[src/rtl/pc_pkg.sv]
// pc_pkg: shared PC width, increment and queue state encoding
package pc_pkg;
  localparam int PC_W = 32;
  localparam logic [PC_W-1:0] PC_INC = 32'd4;
  typedef enum logic {SEQ = 1'b0, DELAY = 1'b1} state_t;
endpackage

[src/rtl/MUX2x1_32bits.sv]
// MUX2x1_32bits: 32-bit 2:1 multiplexer, s selects b
module MUX2x1_32bits
  import pc_pkg::*;
(
  input  logic [PC_W-1:0] a,
  input  logic [PC_W-1:0] b,
  input  logic            s,
  output logic [PC_W-1:0] y
);
  assign y = s ? b : a;
endmodule

[src/rtl/pc_queue_unit.sv]
// pc_queue_unit: front/back PC queue with one-instruction branch delay slot
module pc_queue_unit
  import pc_pkg::*;
#(
  parameter logic [PC_W-1:0] RESET_PC = 32'h0000_0000
) (
  input  logic            clk,
  input  logic            rst_n,
  input  logic            le,
  input  logic            branch_taken,
  input  logic [PC_W-1:0] branch_target,
  input  logic            nullify_req,
  output logic [PC_W-1:0] pc,
  output logic [PC_W-1:0] npc,
  output logic            in_delay_slot,
  output logic            nullify_out,
  output logic [PC_W-1:0] exec_count,
  output logic            slot_branch_err
);
  state_t state;
  logic sel;
  logic [PC_W-1:0] npc_next;
  // a branch resolved while already in the slot cannot redirect again
  assign sel = branch_taken && state == SEQ;
  assign in_delay_slot = state == DELAY;
  MUX2x1_32bits u_npc_mux (
    .a(npc + PC_INC),
    .b({branch_target[PC_W-1:2], 2'b00}),
    .s(sel),
    .y(npc_next)
  );
  always_ff @(posedge clk or negedge rst_n)
    if (!rst_n) begin
      pc              <= RESET_PC;
      npc             <= RESET_PC + PC_INC;
      state           <= SEQ;
      nullify_out     <= 1'b0;
      exec_count      <= '0;
      slot_branch_err <= 1'b0;
    end else if (le) begin
      pc              <= npc;
      npc             <= npc_next;
      state           <= sel ? DELAY : SEQ;
      nullify_out     <= nullify_req;
      exec_count      <= exec_count + {{(PC_W-1){1'b0}}, ~nullify_out};
      slot_branch_err <= slot_branch_err | (branch_taken && state == DELAY);
    end
endmodule

[config.mk]
export PLATFORM = sky130hd
export DESIGN_NAME = pc_queue_unit
export DESIGN_NICKNAME = d
export VERILOG_FILES = /design/src/rtl/pc_pkg.sv /design/src/rtl/MUX2x1_32bits.sv /design/src/rtl/pc_queue_unit.sv
export SDC_FILE = /design/constraint.sdc
export NUM_CORES = 1
export LEC_CHECK = 0
export ABC_AREA = 1
export CORE_UTILIZATION = 35
export DETAILED_ROUTE_END_ITERATION = 8
export PLACE_DENSITY_LB_ADDON = 0.2
export SKIP_LAST_GASP = 1
export SYNTH_ARGS = -nofsm -noshare
export SYNTH_HDL_FRONTEND = slang
export SYNTH_HIERARCHICAL = 1
export SYNTH_SLANG_ARGS = --single-unit
[constraint.sdc]
create_clock -name clk -period 2.1 [get_ports clk]
set_input_delay 0.63 -clock clk [delete_from_list [all_inputs] [get_ports clk]]
set_output_delay 0.63 -clock clk [all_outputs]
set_load 0.02 [all_outputs]
## Yosys cells after proc, flatten, opt, wreduce, memory -nomap -nowiden

Cells that the tools add are included.

- Add/subtract/negate cells: 2
- Multiply operators: 0
- Div/mod/pow operators: 0
- Order comparisons: 0
- Equal/unequal tests: 0
- Shift-type cells: 0
- Multiplexer cells: 2
- Bitwise logic cells: 3
- Reduce and logical (&&, ||, !) cells: 2

Operators by type and width:

| operator | number |
|---|---|
| $add 32x1->32 | 1 |
| $add 32x3->32 const B | 1 |
| $mux 32 | 1 |
| $logic_and 1x1->1 | 2 |
| $not 1->1 | 2 |
| $mux 1 | 1 |
| $or 1x1->1 | 1 |

- Register bits after elaboration: 99
- Latch bits: 0
- Memory bits (writable): 0
- ROM bits: 0
- Input port bits: 37
- Output and inout port bits: 99
- Memories kept: 0

## Depth between registers and ports, before layout

- Depth after elaboration: 3
- Gate-level depth with buffers: 12
- Depth with buffers taken out: 12

## Modules after synthesis

Netlist, hierarchy kept.

Modules (own cells, without submodules):

| module | instances | cells each | area each (um2) |
|---|---|---|---|
| pc_queue_unit | 1 | 621 | 4977.3 |
| MUX2x1_32bits | 1 | 104 | 491.7 |

## Worst setup path before layout

No wires, ideal clock.

- Path kind: register to register
- Start: reg npc[2]
- End: reg npc[16]
- Arrival: 1.716 ns
- Required time: 2.017 ns
- Slack: 0.301 ns
- Cell stages (with the launch flop): 13
- Path buffers: 0
- Period minus slack after synthesis: 1.799 ns
- Path through: dfstp_2 ha_1 nand3_2 inv_2 nand2_2 inv_2 nand2_1 nor2_1 xor2_1 nand2_1 nand2_1 nand2_1 o21ai_0

- Longest elaborated chain between the ends: 2

Ends and longest elaborated chain:

| what | line | text |
|---|---|---|
| start, declared | pc_queue_unit.sv:14 | `output logic [PC_W-1:0] npc,` |
| start signal, assigned | pc_queue_unit.sv:35 | `npc <= RESET_PC + PC_INC;` |
| start signal, assigned | pc_queue_unit.sv:42 | `npc <= npc_next;` |
| $add 32x3->32 | pc_queue_unit.sv:27 | `.a(npc + PC_INC),` |
| $mux 32 | MUX2x1_32bits.sv:10 | `assign y = s ? b : a;` |
| net npc_next[16] | pc_queue_unit.sv:22 | `logic [PC_W-1:0] npc_next;` |

The timed path passes the listed nets, and every way through them passes these cells.
A chain may end at the register's enable or synchronous reset.

## Final worst setup path

- Start: reg exec_count[18]
- End: out exec_count[18]

RTL lines:

| what | line | text |
|---|---|---|
| start, declared | pc_queue_unit.sv:17 | `output logic [PC_W-1:0] exec_count,` |
| start signal, assigned | pc_queue_unit.sv:45 | `exec_count <= exec_count + {{(PC_W-1){1'b0}}, ~nullify_out};` |

No word-level cell between the ends.

==> summary.txt <==
status = completed
Critical Path AT = 1.42 ns
area of the core = 15,200 um^2
Avg WL per Cell = 14.0 um
total gr overflow = 0
clock root buffer = clkbuf_16
number of port buffers = 133
max cap viols = 0
fill cell count = 1,562
clock sinks = 99
worst slack at placement = 0.0756 ns
cell chain of the critical path = clkdlybuf4s50_1
flops & latches, synth = 99
Mapped Cells = 725
Die Y = 127 um
Area Growth Syn to Fin = 33.8%
first-iteration detailed-routing DRC count = 238
remaining antenna violation count after routing = 0
share of post-route cells with drive strength above 1 = 8.66%
Avg Inst Size Synth = 7.54 um^2
Hold Vio Cnt, Final = 0
CTS tree = yes
largest cells by area after synthesis = dfrtp_1 45%, nand2_1 20%, o21ai_0 5.8%, xor2_1 4.6%, inv_1 4.5%
clock slew at reported path FFs = 0.08 ns
worst-skew pair later-pin latency = 0.35 ns
sequential fraction of the synthesis area = 45.3%
DRC viols = 0
Slew Viols, Final = 0
final hold slack = 0.180 ns
Crit-path slowest cell = clkdlybuf4s50_1
Sequential Power Share = 42.7%
Max Freq = 487 MHz
Final setup viols = 0
Internal = 3.72 mW
placed instance count = 1,038
Cell Rows = 45
diode count = 0
Mapped Area = 5470 um^2
WP buf/inv = 1
Max clock buf depth = 2
Req. time, crit path = 1.47 ns
first-pass GRT wire length = 24,400 um
vias in the first global route = 4,666
Post-Route WL = 14,800 um
share of the synthesized area in the top cell type = 44.8%
crit path kind = reg -> out
combinational share of power = 29.2%
RSZ-0062 raised after global routing = false
largest net degree at the start of global routing = 46
Initial Utilization = 36.0%
area of the multi-input gates = 2570 um^2
vias per cell = 4.71
vias post-DR = 4,961
critical path depth in cells = 1
crit path time final = 2.05 ns
Seq. cell area = 2480 um^2
P_leak = 3.50 nW
fin cells = 1,054
GRT Total Usage = 19.4%
Num CTS Buffers = 9
final worst setup slack = 0.0457 ns
fin crit share = 97.8%
hold crit path type = in -> async
Post-Route Setup TNS = 0 ns
Post-DP HPWL = 11,200 um
H-Tree Depth = 3
fin nets = 901
top_reg_cell synth = dfrtp_1
Peak supply drop = 0.456 mV
Switching Power = 2.01 mW
CP delay by family, top = buffers and inverters
I/O Pins = 136
GP Congestion = 0.871
number of enable flip-flop cells after synthesis = 0
FF-to-FF path depth = 12
setup slack, reg-to-reg = 0.22 ns
Power per Cell Area = 784 nW/um^2
initial antenna violation count = 2
power share of the clock group = 28.1%
Crit. End Element = output pin
die area = 16,100 um^2
TritonRoute pass-1 iters = 5
max incr delay on CP = 0.63 ns
CP max FO = 5
die width = 127 um
Netlist cell types = 30
Worst Skew = 0.0132 ns
sw frac = 35.1%
asr flop ratio synth = 100%
Yosys warning count = 6
largest area contributor in the netlist = dfrtp_1
Worst Setup Start Kind = flop
-- cells in the mapped netlist, types with 2 or more instances --
master	instances
nor2_4	7
nand4_1	6
nor2_2	9
nand3b_1	2
buf_6	3
nand3_2	5
nand2_2	12
buf_2	4
xnor2_1	8
nor3_1	11
inv_2	4
inv_1	65
nand3_4	2
nand2_1	290
nor3_2	2
clkbuf_1	10
nor2_1	47
ha_1	3
o21ai_0	63
xor2_1	29
clkbuf_8	3
nand3_1	35
dfrtp_1	98
-- kinds of logic after synthesis --
logic type	synth area share (%)
AOI/OAI and AO/OA	6.06
xor gates and xnor gates	5.93
adders and majority gates	0.686
buffers and inverters	7.87
DFF	45.3
other	0.0686
and+or+nand+nor	34.1
-- cells in the final DEF, fill, tap and decap left out, drive strengths merged, types with 3 or more instances in the layout --
cell type,n
nor2,63
nor3,13
buf,15
clkbuf,10
xor2,29
nand3,42
xnor2,8
dlygate4sd2,10
nand2,302
nand4,6
dfrtp,98
inv,74
clkdlybuf4s50,111
ha,3
o21ai,63
dlymetal6s2s,10
-- layout make-up --
type	count	area share (%)
clock buffers	10	3.13
well taps	188	3.21
repair buffers	146	20.3
inverters	70	3.69
clock inverters	6	0.735
multi-input cells	535	35.1
flip-flops and latches	99	33.9
-- flip-flops by register name, indices dropped and copies added, names as in the netlist --
register,count
exec_count,32
pc,32
nullify_out,1
slot_branch_err,1
in_delay_slot,1
npc,32
-- per-stage QoR --
step / instance area, um^2 / power [mW] / util (%)
2_1_floorplan: 5470 / 3.34 / -
5_1_grt: 7320 / 6.08 / 48.1
3_3_place_gp: 7020 / 4.19 / 46.2
4_1_cts: 7290 / 5.81 / 48.0
3_5_place_dp: 7020 / 4.20 / 46.2
6_report: 7320 / 5.73 / 48.1
-- worst paths after layout --
| path | from | to |
|---|---|---|
| setup / recovery | exec_count[18] | exec_count[18] |
| hold / removal | rst_n | pc[3] |
| setup reg to reg | npc[2] | npc[16] |
| hold reg to reg | slot_branch_err | slot_branch_err |
| max in group asynchronous | rst_n | npc[14] |
| min in group clk | slot_branch_err | slot_branch_err |
-- power by group through the flow --
| stage | clock network [mW] | logic [mW] | registers (mW) |
|---|---|---|---|
| floorplan | 0 | 0.593 | 2.75 |
| global placement | 0 | 1.71 | 2.48 |
| detailed placement | 0 | 1.72 | 2.48 |
| CTS | 1.66 | 1.70 | 2.45 |
| global route | 1.75 | 1.84 | 2.49 |
| finish | 1.61 | 1.68 | 2.45 |
-- routing by layer --
layer / vias to the layer above / track usage [%] / wire [um]
met5: - / 0 / 12
met4: 2 / 6.93 / 189
met3: 12 / 4.98 / 1010
met2: 134 / 27.6 / 6210
met1: 2293 / 28.3 / 7350
li1: 2520 / - / -
-- what timing repair did --
action	4_1_cts	5_1_grt
endpoints found under the setup margin	10	10
setup buffers	0	0
hold buffers	0	0
resized for setup	10	10
No activity file was read; power rests on OpenSTA's default activity.
